<file path="config.mk">
export PLATFORM = sky130hd
export DESIGN_NAME = seq_detector_param
export DESIGN_NICKNAME = d
export VERILOG_FILES = /design/src/rtl/seq_det_pkg.sv /design/src/rtl/sat_counter.sv /design/src/rtl/seq_detector_param.sv
export SDC_FILE = /design/constraint.sdc
export NUM_CORES = 1
export LEC_CHECK = 0
export ABC_AREA = 1
export BUFFER_PORTS_ARGS = -buffer_cell sky130_fd_sc_hd__buf_2
export CORE_UTILIZATION = 50
export CTS_CLUSTER_SIZE = 40
export DETAILED_ROUTE_END_ITERATION = 10
export PLACE_DENSITY = 0.69
export SLEW_MARGIN = 20
export SYNTH_ARGS = -nofsm -noshare
export SYNTH_HDL_FRONTEND = slang
export SYNTH_SLANG_ARGS = --single-unit
</file>
<file path="constraint.sdc">
create_clock -name clk -period 1.62 [get_ports clk]
set_input_delay 0.243 -clock clk [delete_from_list [all_inputs] [get_ports clk]]
set_output_delay 0.243 -clock clk [all_outputs]
set_load 0.01 [all_outputs]
</file>
<file path="src/rtl/seq_det_pkg.sv">
// Shared types and helpers for the parametrised serial pattern detector.
package seq_det_pkg;

    typedef enum logic {
        FILL = 1'b0,
        RUN  = 1'b1
    } state_t;

    localparam int unsigned DEF_PAT_W = 5;
    localparam logic [DEF_PAT_W-1:0] DEF_PAT = 5'b01010;

    // Ceiling log2, used to size the fill counter for values 0..PAT_W.
    function automatic int unsigned clog2(input int unsigned v);
        int unsigned r;
        r = 0;
        for (int i = 0; i < 32; i++) begin
            if ((64'(1) << i) < 64'(v)) begin
                r = 32'(i + 1);
            end
        end
        return r;
    endfunction

endpackage

</file>
<file path="src/rtl/sat_counter.sv">
// Saturating up-counter with a registered all-ones flag.
module sat_counter #(
    parameter int unsigned W = 8
) (
    input  logic         clk,
    input  logic         rst,
    input  logic         clr,
    input  logic         inc,
    output logic [W-1:0] cnt,
    output logic         sat
);

    always_ff @(posedge clk) begin
        if (rst || clr) begin
            cnt <= '0;
            sat <= 1'b0;
        end else if (inc && (cnt != '1)) begin
            cnt <= cnt + W'(1);
            sat <= ((cnt + W'(1)) == '1);
        end
    end

endmodule

</file>
<file path="src/rtl/seq_detector_param.sv">
// Serial detector for a run-time programmable PAT_W-bit sync word,
// with overlap/non-overlap modes, input enable and a saturating match count.
module seq_detector_param
    import seq_det_pkg::*;
#(
    parameter int unsigned      PAT_W   = 5,
    parameter int unsigned      CNT_W   = 8,
    parameter logic [PAT_W-1:0] RST_PAT = PAT_W'(DEF_PAT)
) (
    input  logic             clk,
    input  logic             rst,
    input  logic             en,
    input  logic             x,
    input  logic             pat_load,
    input  logic [PAT_W-1:0] pat_in,
    input  logic             overlap_in,
    output logic             y,
    output logic [CNT_W-1:0] match_cnt,
    output logic             cnt_sat,
    output logic             busy
);

    localparam int unsigned FILL_W = clog2(PAT_W + 1);
    localparam logic [FILL_W-1:0] FULL = FILL_W'(PAT_W);

    state_t             state;
    logic [PAT_W-1:0]   pat_q;
    logic               ovl_q;
    logic [PAT_W-1:0]   hist;
    logic [FILL_W-1:0]  fill;

    logic [PAT_W-1:0]   hist_next;
    logic [FILL_W-1:0]  fill_next;
    logic               match_c;

    // A match needs a full history after the shift, so partial fills never fire.
    always_comb begin
        hist_next = {hist[PAT_W-2:0], x};
        fill_next = (fill == FULL) ? fill : fill + FILL_W'(1);
        match_c   = en && !pat_load && (fill_next == FULL) && (hist_next == pat_q);
    end

    always_ff @(posedge clk) begin
        if (rst) begin
            pat_q <= RST_PAT;
            ovl_q <= 1'b1;
            hist  <= '0;
            fill  <= '0;
            state <= FILL;
            y     <= 1'b0;
            busy  <= 1'b0;
        end else if (pat_load) begin
            pat_q <= pat_in;
            ovl_q <= overlap_in;
            hist  <= '0;
            fill  <= '0;
            state <= FILL;
            y     <= 1'b0;
            busy  <= 1'b0;
        end else begin
            y <= match_c;
            if (en) begin
                hist <= hist_next;
                if (match_c && !ovl_q) begin
                    // Non-overlap: the matched word is consumed entirely.
                    fill  <= '0;
                    state <= FILL;
                    busy  <= 1'b0;
                end else begin
                    fill  <= fill_next;
                    state <= (fill_next == FULL) ? RUN : FILL;
                    busy  <= (fill_next == FULL);
                end
            end
        end
    end

    sat_counter #(
        .W (CNT_W)
    ) u_cnt (
        .clk (clk),
        .rst (rst),
        .clr (pat_load),
        .inc (match_c),
        .cnt (match_cnt),
        .sat (cnt_sat)
    );

endmodule

</file>
==> reports/qor.txt <==
status = complete, no violations
Avg WL per Cell = 10.7 um
Placer Congestion = 0.849
netlist area before placement = 1230 um2
crit path max fanout = 9
routed vias = 1156
vias in the first global route = 1017
final wirelength = 2500 um
largest area contributor in the netlist = dfxtp_1
top cells by count, synth = 48 x nand2_1, 28 x nor2_1, 24 x dfxtp_1, 22 x inv_1, 15 x o21ai_0
vias per cell = 4.94
maximum root-to-sink buffer count = 2
Worst R2R Setup Slack = 0.14 ns
Crit. End Element = register
initial core utilization = 54.2%
unrepaired setup endpoints after global routing = false
Setup crit start kind = register
Core Region = 2280 um2
Iteration-0 DRC Markers = 15
die area = 2670 um2
Synth Warn # = 0
library cells used by synthesis = 23
port buffer count = 21
WS Path Type = register to register
fin crit share = 91.1%
hpwl dp = 1890 um
share of layout cells above drive strength 1 = 18.4%
Fmax = 678 MHz
Fin. Hold Viols = 0
Clock Sinks = 24
Detailed Routing Iterations Pass 1 = 4
Root Driver = clkbuf_4
largest net degree at the start of global routing = 14
most frequent cell after synthesis = nand2_1
HP Class = primary input to register
asr flop ratio synth = 0%
Most used DFF post-synth = dfxtp_1
EDFF count, synth = 0
#FFs+latches synth = 24
VDD IR max = 378 uV
setup tns final = 0 ns
Arrival @ worst endpoint = 1.69 ns
IO Pins = 22
WHS Path Cells = 3
min cycle time layout = 1.48 ns
FP Rows = 17
initial antenna violation count = 0
# Max-Cap Violations = 0
cts hold-fix bufs = 0
H-Tree Depth = 1
Clock transition at path regs = 0.13 ns
Skew-Pair Late Insertion Delay = 0.31 ns
pins over their slew limit = 0
ANT nets after route = 0
syn nets = 197
RR Endpoint = u_cnt.cnt[7]
Req. time, crit path = 1.84 ns
Die W = 51.7 um
normalized max-slew margin = 78.3%
postcts setup bufs = 0
top post-synthesis cells by area = dfxtp_1 39%, nand2_1 15%, nor2_1 8.5%, inv_1 6.7%, o21ai_0 6.1%
start point of the worst hold path = overlap_in
Leakage Power = 0.000625 uW
post-route DRC violation count = 0
CTS buffer count = 3
FF-to-FF Start = u_cnt.cnt[0]
Global Route Usage Sum = 21.9%
Worst Skew = 0.00345 ns
r2r worst-path depth = 8
total grt overflow = 0
ant diodes = 0
register area share after synthesis = 38.9%
Hold EP = ovl_q
CTS tree = done
Post-Syn Area per Cell = 6.78 um2
Area Overhead vs Synth = 13.4%
Die Y = 51.7 um
post-synth top area share = 38.9%
Slew @ Worst Pin = 0.324 ns
Post-layout nets = 223
Synth Instances = 182
power per cell area = 694 nW/um2
WHS = 0.145 ns
post-CTS sizing = 0
first-pass GRT wire length = 4410 um
Final setup viols = 0
report_power, final:
group / internal, uW / switching, uW
Clock: 86.9 / 176
Combinational: 33.8 / 57.6
Sequential: 607 / 10.2
final cells by class:
class | count | area [um2]
flip-flops and latches | 24 | 480
fillers | 231 | 877
repair buffers | 23 | 120
multi-input cells | 131 | 639
well taps | 28 | 35.0
inverters | 25 | 101
clock buffers | 3 | 22.5
kinds of logic after synthesis:
family | after synthesis | synth area share, %
xor gates and xnor gates | 2 | 1.42
and+or+nand+nor | 95 | 33.5
adders and majority gates | 4 | 4.06
buffers and inverters | 27 | 9.43
AOI/OAI and AO/OA | 30 | 12.7
DFF | 24 | 38.9
state kept, by name, summed over array words and instances, names as in the netlist:
signal	flops
hist	4
ovl_q	1
u_cnt.cnt	8
pat_q	5
fill	3
busy	1
y	1
u_cnt.sat	1
critical path: stages, from the launching register on:
cell and delay (ns):
dfxtp_1 0.41, ha_1 0.23, nand2_2 0.10, nor2_2 0.12
nand2_1 0.10, nand4_4 0.16, clkinv_4 0.11, nor2_1 0.10
nor2_1 0.05
per-stage QoR:
stage | cells | power (uW) | setup WS (ns) | instance area [um2] | util [%]
2_1_floorplan | 182 | 691 | 0.229 | 1230 | -
3_3_place_gp | 231 | 718 | 0.233 | 1370 | 60.4
3_5_place_dp | 231 | 721 | 0.146 | 1370 | 60.4
4_1_cts | 234 | 981 | 0.131 | 1400 | 61.4
5_1_grt | 234 | 1020 | 0.00360 | 1400 | 61.5
6_report | 234 | 971 | 0.145 | 1400 | 61.5
how the worst max path moves through the flow:
stage | from | to | slack (ns) | depth (start not counted)
final | u_cnt.cnt[0] | u_cnt.cnt[7] | 0.14 | 8
after floorplan | u_cnt.cnt[1] | u_cnt.cnt[5] | 0.23 | 8
after global routing | u_cnt.cnt[0] | u_cnt.cnt[5] | 0.004 | 8
after global placement | u_cnt.cnt[0] | u_cnt.cnt[7] | 0.23 | 8
after CTS | u_cnt.cnt[0] | u_cnt.cnt[0] | 0.13 | 8
after detailed placement | u_cnt.cnt[0] | u_cnt.cnt[1] | 0.15 | 8
metal layers:
metal  vias up  routed length, um  track usage, %
met5         -                  0               0
met3         2                 70            2.63
li1        626                  -               -
met1       513               1310            30.5
met4         0                 17            10.4
met2        15               1090            33.5
cells in the final DEF, fill, tap and decap left out, types with 6 or more instances in the layout:
master,synthesis,routed
a21oi_1,13,13
o21ai_0,15,15
nor2_1,28,27
buf_2,0,21
dfxtp_1,24,24
nand3_1,6,6
inv_1,22,22
nand2_1,48,48
Power figures use the tool's default switching activity.
